`src/rtl/sdram_port_bridge_pkg.sv`:
```
// Shared types and constants for the SDRAM port bridge: FSM encoding, word-address width,
// default timeout and error data.
package sdram_port_bridge_pkg;

  localparam int unsigned WORD_AW      = 24;
  localparam int unsigned DEF_TIMEOUT  = 255;
  localparam logic [15:0] DEF_ERR_DATA = 16'hDEAD;

  typedef enum logic [2:0] {
    StIdle = 3'd0,
    StRd0  = 3'd1,
    StRd1  = 3'd2,
    StWr   = 3'd3,
    StDone = 3'd4
  } state_e;

  // Byte lane for a single-byte write; bit 1 is the high byte.
  function automatic logic [1:0] byte_en(input logic addr_lsb);
    return addr_lsb ? 2'b10 : 2'b01;
  endfunction

endpackage

```
`src/rtl/sdram_phase_timer.sv`:
```
// Per-phase watchdog: cleared on load, counts enabled cycles, flags the TIMEOUT-th cycle.
module sdram_phase_timer
  import sdram_port_bridge_pkg::*;
#(
  parameter int unsigned TIMEOUT = DEF_TIMEOUT
) (
  input  logic i_clk,
  input  logic i_rst_n,
  input  logic i_load,
  input  logic i_en,
  output logic o_expire
);

  localparam logic [7:0] LAST = 8'(TIMEOUT - 1);

  logic [7:0] r_cnt;
  logic [7:0] w_cnt_d;

  always_comb begin
    w_cnt_d = r_cnt;
    if (i_load) begin
      w_cnt_d = 8'd0;
    end else if (i_en && (r_cnt != 8'hFF)) begin
      w_cnt_d = r_cnt + 8'd1;
    end
  end

  always_ff @(posedge i_clk or negedge i_rst_n) begin
    if (!i_rst_n) begin
      r_cnt <= 8'd0;
    end else begin
      r_cnt <= w_cnt_d;
    end
  end

  assign o_expire = i_en && (r_cnt == LAST);

endmodule

```
`src/rtl/sdram_port_bridge.sv`:
```
// Byte-wide requester to 16-bit SDRAM controller bridge: one or two word phases per request,
// byte-lane write masking and a per-phase timeout that substitutes error data.
module sdram_port_bridge
  import sdram_port_bridge_pkg::*;
#(
  parameter bit          LONG_READ = 1'b1,
  parameter int unsigned TIMEOUT   = DEF_TIMEOUT,
  parameter logic [15:0] ERR_DATA  = DEF_ERR_DATA
) (
  input  logic                 CLK,
  input  logic                 RESET_N,
  input  logic [24:0]          sdram_addr,
  input  logic [7:0]           sdram_din,
  input  logic                 sdram_req,
  input  logic                 sdram_rnw,
  output logic                 sdram_ready,
  output logic [15:0]          sdram_dout,
  output logic [31:0]          sdram_ldout,
  output logic [WORD_AW-1:0]   ctl_addr,
  output logic                 ctl_we,
  output logic [15:0]          ctl_wdata,
  output logic [1:0]           ctl_be,
  output logic                 ctl_req,
  input  logic                 ctl_ack,
  input  logic                 ctl_rvalid,
  input  logic [15:0]          ctl_rdata,
  output logic [7:0]           err_cnt
);

  state_e             r_state, w_state_d;
  logic               r_ready, w_ready_d;
  logic [15:0]        r_dout, w_dout_d;
  logic [31:0]        r_ldout, w_ldout_d;
  logic               r_req, w_req_d;
  logic               r_we, w_we_d;
  logic [WORD_AW-1:0] r_addr, w_addr_d;
  logic [15:0]        r_wdata, w_wdata_d;
  logic [1:0]         r_be, w_be_d;
  logic [7:0]         r_err_cnt, w_err_cnt_d;
  logic               r_armed, w_armed_d;

  logic        w_load;
  logic        w_en;
  logic        w_expire;
  logic [15:0] w_rdata;
  logic [7:0]  w_err_inc;

  assign w_en      = (r_state == StRd0) || (r_state == StRd1) || (r_state == StWr);
  assign w_err_inc = (r_err_cnt == 8'hFF) ? r_err_cnt : r_err_cnt + 8'd1;

  sdram_phase_timer #(
    .TIMEOUT (TIMEOUT)
  ) u_timer (
    .i_clk    (CLK),
    .i_rst_n  (RESET_N),
    .i_load   (w_load),
    .i_en     (w_en),
    .o_expire (w_expire)
  );

  always_comb begin
    w_state_d   = r_state;
    w_ready_d   = r_ready;
    w_dout_d    = r_dout;
    w_ldout_d   = r_ldout;
    w_req_d     = r_req;
    w_we_d      = r_we;
    w_addr_d    = r_addr;
    w_wdata_d   = r_wdata;
    w_be_d      = r_be;
    w_err_cnt_d = r_err_cnt;
    w_armed_d   = r_armed;
    w_load      = 1'b0;
    w_rdata     = ctl_rvalid ? ctl_rdata : ERR_DATA;

    if (!sdram_req) begin
      w_armed_d = 1'b1;
    end

    unique case (r_state)
      StIdle: begin
        if (sdram_req && r_armed) begin
          w_armed_d = 1'b0;
          w_ready_d = 1'b0;
          w_req_d   = 1'b1;
          w_addr_d  = sdram_addr[24:1];
          w_load    = 1'b1;
          if (sdram_rnw) begin
            w_we_d    = 1'b0;
            w_state_d = StRd0;
          end else begin
            w_we_d    = 1'b1;
            w_wdata_d = {sdram_din, sdram_din};
            w_be_d    = byte_en(sdram_addr[0]);
            w_state_d = StWr;
          end
        end
      end
      StRd0, StRd1: begin
        if (ctl_ack) begin
          w_req_d = 1'b0;
        end
        // rvalid doubles as an implicit ack; a timeout completes the phase with error data
        if (ctl_rvalid || w_expire) begin
          w_req_d = 1'b0;
          if (!ctl_rvalid) begin
            w_err_cnt_d = w_err_inc;
          end
          if (r_state == StRd0) begin
            w_dout_d        = w_rdata;
            w_ldout_d[15:0] = w_rdata;
            if (LONG_READ) begin
              w_addr_d  = r_addr + 24'd1;
              w_req_d   = 1'b1;
              w_load    = 1'b1;
              w_state_d = StRd1;
            end else begin
              w_state_d = StDone;
            end
          end else begin
            w_ldout_d[31:16] = w_rdata;
            w_state_d        = StDone;
          end
        end
      end
      StWr: begin
        if (ctl_ack || w_expire) begin
          w_req_d   = 1'b0;
          w_we_d    = 1'b0;
          w_state_d = StDone;
          if (!ctl_ack) begin
            w_err_cnt_d = w_err_inc;
          end
        end
      end
      StDone: begin
        w_ready_d = 1'b1;
        w_state_d = StIdle;
      end
      default: w_state_d = StIdle;
    endcase
  end

  always_ff @(posedge CLK or negedge RESET_N) begin
    if (!RESET_N) begin
      r_state   <= StIdle;
      r_ready   <= 1'b1;
      r_dout    <= 16'd0;
      r_ldout   <= 32'd0;
      r_req     <= 1'b0;
      r_we      <= 1'b0;
      r_addr    <= '0;
      r_wdata   <= 16'd0;
      r_be      <= 2'b00;
      r_err_cnt <= 8'd0;
      r_armed   <= 1'b1;
    end else begin
      r_state   <= w_state_d;
      r_ready   <= w_ready_d;
      r_dout    <= w_dout_d;
      r_ldout   <= w_ldout_d;
      r_req     <= w_req_d;
      r_we      <= w_we_d;
      r_addr    <= w_addr_d;
      r_wdata   <= w_wdata_d;
      r_be      <= w_be_d;
      r_err_cnt <= w_err_cnt_d;
      r_armed   <= w_armed_d;
    end
  end

  assign sdram_ready = r_ready;
  assign sdram_dout  = r_dout;
  assign sdram_ldout = r_ldout;
  assign ctl_addr    = r_addr;
  assign ctl_we      = r_we;
  assign ctl_wdata   = r_wdata;
  assign ctl_be      = r_be;
  assign ctl_req     = r_req;
  assign err_cnt     = r_err_cnt;

endmodule

```
`config.mk`:
```
export PLATFORM = sky130hd
export DESIGN_NAME = sdram_port_bridge
export DESIGN_NICKNAME = d
export VERILOG_FILES = /design/src/rtl/sdram_port_bridge_pkg.sv /design/src/rtl/sdram_phase_timer.sv /design/src/rtl/sdram_port_bridge.sv
export SDC_FILE = /design/constraint.sdc
export NUM_CORES = 1
export LEC_CHECK = 0
export BUFFER_PORTS_ARGS = -buffer_cell sky130_fd_sc_hd__clkbuf_2
export CORE_MARGIN = 3
export CORE_UTILIZATION = 50
export DETAILED_ROUTE_END_ITERATION = 16
export PLACE_DENSITY = 0.85
export SETUP_SLACK_MARGIN = 0.05
export SLEW_MARGIN = 10
export SYNTH_ARGS = -nofsm -noshare
export SYNTH_HDL_FRONTEND = slang
export SYNTH_SLANG_ARGS = --single-unit
```
`constraint.sdc`:
```
create_clock -name CLK -period 2.3 [get_ports CLK]
set_input_delay 0.23 -clock CLK [delete_from_list [all_inputs] [get_ports CLK]]
set_output_delay 0.23 -clock CLK [all_outputs]
set_load 0.005 [all_outputs]
```
# Word-level counts from Yosys, hierarchy flattened
# Cells that the tools add are included.
# Widths: inputs -> output; s select.
# word_totals
regBits,97
rom_bits,0
out_inout_bits,101
in_bits,55
n_memories,0
latchBits,0
wordCells,92
ramBits,0
# op_classes
div_mod_pow,0
multipliers,0
n_bitwise,2
order_cmp,0
n_mux,37
reduce_logical,24
add_sub_neg,3
shift,0
eq_ne,14
# op_table
op,count
$mux 24,3
$mux 8,7
$pmux 24 s2,1
$add 24x1->24 const B,1
$add 8x1->8 const B,2
$eq 8x8->1 const B,2
$mux 16,1
$pmux 8 s2,1
$reduce_and 3->1,5
$mux 1,13
$mux 3,4
$ne 2x2->1 const B,5
$reduce_bool 2->1,5
$pmux 3 s3,1
$ne 8x8->1 const B,1
$reduce_and 4->1,2
$eq 3x2->1 const B,2
$pmux 1 s2,3
$reduce_and 5->1,1
$logic_or 1x1->1,4
$mux 2,2
$eq 3x1->1 const B,1
$eq 3x3->1 const B,1
$logic_and 1x1->1,3
other kinds (8),9

# Logic depth before layout (Yosys ltp)
# Gate-level depths: netlist of the first run.
# logic_depth
ltp_word,8
mapped_depth,8
depth_no_buf,7

# Hierarchy
# From an unflattened synthesis of the first run, not the netlist that was laid out.
# hier_totals
cells_unflattened,445
area_unflattened_um2,4705.8
# by_module_without_submodules
mod,instances,area_per_inst_um2,seq_area_each_um2,cells_per_inst
sdram_port_bridge,1,4205.3,2029.4,394
sdram_phase_timer,1,500.5,200.2,51

# Worst setup path before layout of the first run
# OpenSTA, ideal clock, no wires.
# synth_path
path_kind,reg2reg
start,reg u_timer.r_cnt[0]
end,"reg r_err_cnt[1], in the netlist err_cnt[1]"
period_less_slack_ps,1982
stages_incl_launch_ff,7
path_slack_ps,318
arrival_ps,1858
n_path_buf,0
cell_sequence,dfrtp_1 -> inv_1 -> ha_1 -> nand2_1 -> or3_4 -> nor4b_4 -> mux2_2
# synth_via
elab_chain_cells,5
# synth_rtl
element,line,source
start: declaration,sdram_phase_timer.sv:16,logic [7:0] r_cnt;
start signal: assignment,sdram_phase_timer.sv:32,r_cnt <= w_cnt_d;
$eq 8x8->1 *,sdram_phase_timer.sv:36,assign o_expire = i_en && (r_cnt == LAST);
$logic_and 1x1->1 *,sdram_phase_timer.sv:36,
$logic_or 1x1->1 (on tied branches),"sdram_port_bridge.sv:104, sdram_port_bridge.sv:127",
$ne 2x2->1 (no source line) or $ne 2x1->1 (tied branches),n/a,
$reduce_and 5->1 (no source line) *,n/a,
end signal: assignment,sdram_port_bridge.sv:167,r_err_cnt <= w_err_cnt_d;
end: declaration,sdram_port_bridge.sv:39,"logic [7:0] r_err_cnt, w_err_cnt_d;"
# Mark *: on every way between the ends. The rest lies on a longest branch, timed or not.
# A chain may end at the register's enable or synchronous reset.

# Worst setup path in the final report of the first run
# layout_path
start,reg u_timer.r_cnt[0]
end,"reg r_ldout[17], in the netlist sdram_ldout[17]"
# layout_via
elab_chain_cells,4
# layout_rtl
element,line,source
$eq 8x8->1,sdram_phase_timer.sv:36,
$logic_and 1x1->1,sdram_phase_timer.sv:36,
$logic_or 1x1->1,sdram_port_bridge.sv:104,if (ctl_rvalid || w_expire) begin
$reduce_and 3->1 (no source line),n/a,
end signal: assignment,sdram_port_bridge.sv:161,r_ldout <= w_ldout_d;
end: declaration,sdram_port_bridge.sv:33,"logic [31:0] r_ldout, w_ldout_d;"
# No other way between the ends.

==> impl_metrics.json, run 1 <==
{
  "htree_levels": 3,
  "row_count": 33,
  "wl_per_cell_um": 16.17,
  "max_slew_margin": 0.6559,
  "cap_violations": 0,
  "die_w_um": 99.74,
  "area_growth_pct": 23.24,
  "clk_pin_slew_ns": 0.10,
  "grt_start_max_net_pins": 57,
  "synth_edf_count": 0,
  "ys_async_sr_fraction": 1.000,
  "synth.most_common_cell": "dfrtp_1",
  "vias": 3817,
  "cts_buffers": 9,
  "power_mw": 7.603,
  "ys_types": 51,
  "yosys-top-cells-area": "dfrtp_1, o22a_1, buf_4",
  "start_util": 0.5241,
  "dpl.hpwl_um": 8074,
  "die_h_um": 99.74,
  "crit_fanout": 6,
  "synthCells": 426,
  "insertion_delay_ns": 0.36,
  "routed_via_density": 5.706,
  "timing.final.max_slew_violations": 0,
  "peakVddDrop_mv": 0.5366,
  "cts_buffer_depth": 2,
  "antenna_found_initial": 0,
  "antenna_left": 0,
  "ys_seq_elements": 89,
  "clock_sinks": 89,
  "ys.flop_type": "dfrtp_1",
  "fin_crit_ns": 2.112,
  "hold_viol_final": 0,
  "drcViolationCount": 0,
  "port_buffers": 155,
  "n_antenna_cell": 0,
  "syn-mean-instance-area_um2": 10.31,
  "crit_type": "flip-flop to flip-flop",
  "synth_fp_nets": 485,
  "core_mm2": 0.008382,
  "fin_crit_sh": 0.9183,
  "synthTopCellsByCount": "dfrtp_1, nand2_1, a21oi_1",
  "cts-root-buf": "clkbuf_8",
  "critPathLaunchType": "flip-flop",
  "place.gp.congestion": 0.9084,
  "layout-drive-gt1-share": 0.3741,
  "synth-seq-area-share": 0.5075,
  "cts_tree": "built",
  "fmax_ghz": 0.4735,
  "io_pins": 156,
  "p_per_area_mw_per_mm2": 1404,
  "p_leak_nw": 2.554,
  "finalNetCount": 618,
  "status": "completed",
  "synth_area_mm2": 0.004393,
  "die_area_mm2": 0.009947,
  "worstMarginPinSlew_ns": 0.5133,
  "routed_wl_um": 10820,
  "synth_largest_area_cell": "dfrtp_1",
  "grt-ovfl-total": 0,
  "grt_usage": 0.2161,
  "crit_required_ns": 2.55,
  "arrival_ns": 2.36,
  "finalSetupTns_ns": 0,
  "hp-class": "primary input to flip-flop",
  "drt_iter0_drc": 252,
  "setup_viol": 0,
  "grt_pass1_vias": 3600,
  "grt_setup_unrepaired": "yes",
  "ys_warn_count": 0,
  "endpoint_kind": "flip-flop",
  "dr.pass1.iters": 5,
  "grt_pass1_wl_um": 17510,
  "synth_top_area_share": 0.4956,
  "fin_worst_skew_ns": 0.01909
}
[final timing paths]
| check | slack, ns | startpoint | cells after the start | endpoint |
|---|---|---|---|---|
| max | 0.19 | u_timer.r_cnt[0] | 7 | sdram_ldout[17] |
| min | 0.06 | sdram_addr[0] | 2 | ctl_be[0] |
| max reg2reg | 0.19 | u_timer.r_cnt[0] | 7 | sdram_ldout[17] |
| min reg2reg | 0.49 | r_armed | 2 | r_armed |
| max in group asynchronous | 1.25 | RESET_N | 3 | sdram_ready |
| min in group asynchronous | 0.35 | RESET_N | 2 | sdram_ldout[16] |
[layer usage]
metal / global-route usage / up-vias / share of wire
li1: - / 1809 / -
met1: 0.2809 / 1842 / 0.41
met2: 0.3628 / 145 / 0.50
met3: 0.03576 / 21 / 0.065
met4: 0.08088 / 0 / 0.021
met5: 0 / - / 0
[stage by stage]
step,cells,cell area [um2],hold WS [ns],setup WS (ns),utilization
after detailed placement,650,5122,0.2064,0.1435,0.6111
final,669,5414,0.05701,0.1879,0.6459
after global placement,650,5122,0.1997,0.2319,0.6111
after global routing,669,5414,0.04503,0.01564,0.6459
after floorplan,426,4393,-0.06559,0.3177,-
after CTS,668,5375,0.04074,0.1242,0.6413
[kinds of logic (layout without fill, tap and decap cells)]
kind of cell,after synthesis,after routing,share of synthesized area
AO/OA/AOI/OAI,127,127,0.2042
AND/OR/NAND/NOR,126,126,0.1481
flip-flops,89,89,0.5075
buffers and inverters,53,191,0.06835
XOR/XNOR,14,14,0.02791
multiplexers,13,13,0.03247
adder cells (fa/ha/maj),4,4,0.01139
[power by group]
group | internal (mW) | leakage (nW) | total [mW] | switching (mW)
Combinational | 1.67 | 1.37 | 3.43 | 1.76
Clock | 0.658 | 0.118 | 1.24 | 0.579
Sequential | 2.24 | 1.07 | 2.93 | 0.696
[layout make-up]
type                            instances  area [um2]
Fill cell                             675        2968
Sequential cell                        89        2230
Multi-Input combinational cell        284        1897
Timing Repair Buffer                  169       900.9
Clock buffer                           10       137.6
Tap cell                              105       131.4
Clock inverter                          6       95.09
Inverter                                6       22.52
[cell usage in the layout (no fill, tap or decap), types with 3 or more instances in the layout]
master       n
clkbuf_2   154
dfrtp_1     87
nand2_1     40
a21oi_1     30
nor2_1      23
o22a_1      22
o21ai_0     19
nand4_1     17
a22o_1      13
nand3_1     13
buf_4       12
mux2_2      10
clkbuf_8    10
xnor2_1      9
o22ai_1      9
a2bb2oi_1    9
inv_1        6
and3_1       6
xor2_1       5
nor3_1       4
ha_1         4
inv_6        4
o31ai_1      3
nand2b_1     3
or3_1        3
a31oi_1      3
a21o_1       3
a31o_2       3
mux2i_1      3
[state kept, by name, summed over array words and instances, names as in the netlist]
name           cells
ctl_we             1
err_cnt            8
ctl_wdata          8
ctl_be             2
sdram_ready        1
sdram_ldout       32
u_timer.r_cnt      8
ctl_req            1
r_armed            1
r_state            3
ctl_addr          24
[critical path: stages, from the launching register on]
cell and delay, ns:
dfrtp_1 0.45, inv_1 0.08, ha_1 0.15, nand2_1 0.08
nor3_2 0.45, nor2_1 0.17, or3_1 0.42, a22o_1 0.21
[timing repair]
item / in CTS / in global routing
setup buffers: 0 / 1
hold endpoints to repair: 34 / 0
gates resized for setup: 0 / 4
setup endpoints to repair: 0 / 36
hold buffers: 2 / 0
(Power assumes the default switching activity.)
==> run 2: changes to the inputs <==
Settings changed: CORE_UTILIZATION 50 to 30, PLACE_DENSITY 0.85 to 0.57, SYNTH_HIERARCHICAL from default to 1.
==> impl_metrics.json, run 2 <==
{
  "status": "completed",
  "grt-ovfl-total": 0,
  "worstMarginPinSlew_ns": 0.7981,
  "clk_pin_slew_ns": 0.07,
  "grt_start_max_net_pins": 43,
  "syn-mean-instance-area_um2": 10.57,
  "grt_pass1_vias": 4130,
  "cts_buffer_depth": 2,
  "wl_per_cell_um": 16.55,
  "antenna_left": 0,
  "p_per_area_mw_per_mm2": 1355,
  "synth.most_common_cell": "dfrtp_1",
  "reg2reg_setup_slack_ns": 0.19,
  "clock_sinks": 89,
  "ys_seq_elements": 89,
  "finalSetupTns_ns": 0,
  "cts_tree": "built",
  "p_leak_nw": 2.739,
  "timing.final.max_slew_violations": 0,
  "n_antenna_cell": 0,
  "ys.flop_type": "dfrtp_1",
  "cts-root-buf": "clkbuf_16",
  "ys_warn_count": 6,
  "crit_fanout": 11,
  "dpl.hpwl_um": 9964,
  "holdWs_ns": 0.06531,
  "routed_wl_um": 13360,
  "fmax_ghz": 0.4729,
  "io_pins": 156,
  "fin_crit_sh": 0.9193,
  "grt_usage": 0.1541,
  "largest_reg_flops": 32,
  "hold_viol_final": 0,
  "final_common_cell": "clkbuf_2",
  "crit_type": "flip-flop to flip-flop",
  "endpoint_kind": "flip-flop",
  "synth_top_area_share": 0.4626,
  "crit_required_ns": 2.53,
  "cts_buffers": 9,
  "row_count": 45,
  "insertion_delay_ns": 0.35,
  "area_growth_pct": 27.79,
  "layout_common_cells": "clkbuf_2, dfrtp_1, o22a_1, buf_4, nor2_1",
  "critPathLaunchType": "flip-flop",
  "synth_edf_count": 0,
  "max_slew_margin": 0.4659,
  "synth_largest_area_cell": "dfrtp_1",
  "layout-drive-gt1-share": 0.3725,
  "die_w_um": 131.2,
  "synth_fp_nets": 504,
  "synthCells": 445,
  "cap_violations": 0,
  "synth_area_mm2": 0.004706,
  "drt_iter0_drc": 178,
  "core_mm2": 0.01526,
  "dr.pass1.iters": 4,
  "die_area_mm2": 0.01723,
  "start_util": 0.3084,
  "fin_crit_ns": 2.114,
  "drcViolationCount": 0,
  "yosys-top-cells-area": "dfrtp_1, o22a_1, buf_4",
  "arrival_ns": 2.34,
  "finalNetCount": 650,
  "ys_async_sr_fraction": 1.000,
  "peakVddDrop_mv": 0.6507,
  "antenna_found_initial": 1,
  "die_h_um": 131.2,
  "port_buffers": 155,
  "htree_levels": 3,
  "synth-seq-area-share": 0.4738,
  "setup_viol": 0,
  "ys_types": 73,
  "routed_via_density": 5.221,
  "synthTopCellsByCount": "dfrtp_1, buf_4, nor2_1",
  "fin_worst_skew_ns": 0.01017,
  "power_mw": 8.147,
  "vias": 4213,
  "place.gp.congestion": 0.8235,
  "hp-class": "primary input to flip-flop",
  "grt_setup_unrepaired": "yes",
  "grt_pass1_wl_um": 21930
}
## run 2: per-layer routing
metal	vias to the layer above	global-route usage	routed length, um
met2	173	0.2428	6249
met3	11	0.04403	949
met5	-	0	13
met1	2063	0.2079	6084
li1	1964	-	-
met4	2	0.04376	59
## run 2: what timing repair did
item	in CTS	in global routing
hold buffers	1	0
gates resized for setup	1	2
pin swaps	0	1
hold endpoints to repair	38	0
buffers inserted	0	4
endpoints found under the setup margin	11	7
## run 2: metrics by stage
step                instance area (um2)  utilization  std cells  worst slack (ns)
global route                       6013       0.3941        807           0.01762
detailed placement                 5663       0.3711        786           0.04709
CTS                                5979       0.3919        803           0.07488
finish                             6013       0.3941        807            0.1855
global placement                   5663       0.3711        786            0.1234
floorplan                          4770            -        445           -0.1780
## run 2: layout make-up
cell class | count | area (um2)
multi-input combinational | 297 | 2165
fill | 1495 | 9245
tap | 211 | 264.0
timing repair buffer | 181 | 1001
clock buffer | 9 | 225.2
sequential | 89 | 2231
inverter | 13 | 51.30
clock inverter | 7 | 76.32
## run 2: power by group
group	internal [mW]	leakage (nW)	switching (mW)	total, mW
combinational	1.78	1.53	2.00	3.78
clock	0.853	0.148	0.646	1.50
sequential	2.22	1.06	0.645	2.87
## run 2: critical path, cell delays in order (launching register included)
cell      delay (ns)
dfrtp_1         0.41
nor2_4          0.16
nor2_4          0.05
and3_1          0.13
and3_4          0.16
or2_4           0.25
a22oi_4         0.26
buf_4           0.23
a21oi_1         0.05
o2bb2a_1        0.30
## run 2: path summary, 6_finish.rpt
check | from | endpoint | cells past startpoint
max | r_state[0] | ctl_addr[9] | 9
min | sdram_req | r_armed | 2
max reg2reg | r_state[0] | ctl_addr[9] | 9
min reg2reg | sdram_ldout[30] | sdram_ldout[30] | 1
max in group asynchronous | RESET_N | ctl_addr[15] | 3
min in group asynchronous | RESET_N | err_cnt[0] | 2
## run 2: logic make-up (layout without fill, tap and decap cells)
logic type	count (synthesis)	in the layout	share of synthesized area
mux	23	23	0.05291
simple gates	141	141	0.1707
compound gates	120	120	0.1984
xor+xnor	9	9	0.01994
fa+ha+maj	4	4	0.01064
flops	89	89	0.4738
buf+inv	59	210	0.07365
==> run 3: changes to the inputs <==
Settings changed: CORE_ASPECT_RATIO from default to 0.5.
==> impl_metrics.json, run 3 (synthesis gave the netlist of run 2 again) <==
{
  "cts_buffers": 9,
  "arrival_ns": 2.36,
  "core_mm2": 0.01489,
  "max_slew_margin": 0.3827,
  "row_count": 31,
  "cts_buffer_depth": 2,
  "p_int_mw": 4.841,
  "crit_required_ns": 2.54,
  "power_mw": 8.114,
  "cts_tree": "built",
  "layout_common_cells": "clkbuf_2, dfrtp_1, buf_4, o22a_1, nor2_1",
  "grt_start_max_net_pins": 90,
  "htree_levels": 3,
  "status": "completed",
  "crit_top_cell": "nor2_4",
  "final_common_cell": "clkbuf_2",
  "vias": 4152,
  "cap_violations": 0,
  "largest_reg_flops": 32,
  "place_ws_ns": 0.1250,
  "grt_pass1_wl_um": 21460,
  "worstMarginPinSlew_ns": 0.9225,
  "n_antenna_cell": 0,
  "dr.pass1.iters": 5,
  "fmax_ghz": 0.4721,
  "crit_type": "flip-flop to flip-flop",
  "p_per_area_mw_per_mm2": 1347,
  "hp-class": "primary input to flip-flop",
  "cpPeakStageDelay_ns": 0.41,
  "routed_wl_um": 13510,
  "setup_viol": 0,
  "finalNetCount": 656,
  "setup_ws_ns": 0.1819,
  "finalSetupTns_ns": 0,
  "antenna_found_initial": 0,
  "wl_per_cell_um": 16.88,
  "layout-drive-gt1-share": 0.3738,
  "place.gp.congestion": 0.8400,
  "path_buf_inv": 2,
  "endpoint_kind": "flip-flop",
  "critPathLaunchType": "flip-flop",
  "peakVddDrop_mv": 0.5078,
  "clk_pin_slew_ns": 0.06,
  "grt-ovfl-total": 0,
  "fin_crit_ns": 2.118,
  "io_pins": 156,
  "crit_fanout": 10,
  "insertion_delay_ns": 0.34,
  "fin_crit_sh": 0.9209,
  "grt_pass1_vias": 3969,
  "cts-root-buf": "clkbuf_16",
  "die_h_um": 94.56,
  "drt_iter0_drc": 218,
  "grt_setup_unrepaired": "no",
  "antenna_left": 0,
  "switching_power_mw": 3.273,
  "share_seq_of_total_power": 0.350,
  "clock_sinks": 89,
  "crit_chain": "nor2_4 -> nor2_4 -> and3_1 -> and3_4 -> or2_4 -> a22oi_4 -> inv_4 -> buf_8 -> mux2i_1 -> a311oi_1",
  "port_buffers": 155,
  "p_leak_nw": 2.747,
  "power_frac_comb": 0.477,
  "switching_share": 0.4034,
  "nFillCells": 1523,
  "fin_worst_skew_ns": 0.007616,
  "p_clk_frac": 0.172,
  "drcViolationCount": 0,
  "grt_usage": 0.1545,
  "routed_via_density": 5.190,
  "dpl.hpwl_um": 10130,
  "die_area_mm2": 0.01732,
  "timing.final.max_slew_violations": 0,
  "critPathTopFamily": "simple AND/OR/NAND/NOR gates",
  "area_growth_pct": 28.02,
  "crit_slowest_cell": "dfrtp_1",
  "hold_viol_final": 0,
  "die_w_um": 183.1,
  "start_util": 0.3159
}
-- run 3: final cells by class --
type,instances,area [um2],share of cell area
Multi-Input combinational cell,297,2160,0.3585
Clock buffer,11,242.7,0.04029
Tap cell,198,247.7,0.04112
Clock inverter,5,40.04,0.006646
Timing Repair Buffer,187,1054,0.1749
Inverter,13,51.30,0.008515
Sequential cell,89,2230,0.3701
-- run 3: metal layers --
layer  up-vias  GRT usage  wire length, um
li1       1966          -                -
met1      2048     0.2129             6436
met2       130     0.2556             6307
met3         8    0.02963              662
met4         0    0.03293               98
met5         -          0                0
-- run 3: per-stage QoR --
| stage | std cells | hold WS [ns] | instance area [um2] | utilization |
|---|---|---|---|---|
| after floorplan | 445 | -0.06559 | 4770 | - |
| after global placement | 782 | 0.3199 | 5714 | 0.3837 |
| after detailed placement | 782 | 0.3199 | 5714 | 0.3837 |
| after CTS | 799 | 0.06198 | 6007 | 0.4033 |
| after global routing | 800 | 0.06616 | 6025 | 0.4045 |
| final | 800 | 0.08506 | 6025 | 0.4045 |
-- run 3: what timing repair did --
item,in CTS,in global routing
buffers inserted,0,1
hold buffers,1,0
endpoints found under the hold margin,87,0
endpoints found under the setup margin,0,5
resized for setup,0,3
-- run 3: final timing paths --
path                                       from               to  slack [ns]  cells past startpoint
max in group asynchronous               RESET_N          r_armed        1.44                      3
worst min register to register  sdram_ldout[19]  sdram_ldout[19]        0.49                      1
worst max-delay path                 r_state[1]     ctl_addr[20]        0.18                     10
worst min-delay path                  sdram_req          r_armed        0.09                      2
min in group asynchronous               RESET_N      ctl_addr[5]        0.48                      3
worst max register to register       r_state[1]     ctl_addr[20]        0.18                     10
-- run 3: power groups by stage --
| stage | sequential, mW | clock, mW | combinational (mW) |
|---|---|---|---|
| 2_1_floorplan | 2.82 | 0 | 2.49 |
| 3_3_place_gp | 2.86 | 0 | 3.85 |
| 3_5_place_dp | 2.88 | 0 | 3.86 |
| 4_1_cts | 2.85 | 1.45 | 3.88 |
| 5_1_grt | 2.95 | 1.52 | 4.27 |
| 6_report | 2.84 | 1.40 | 3.87 |
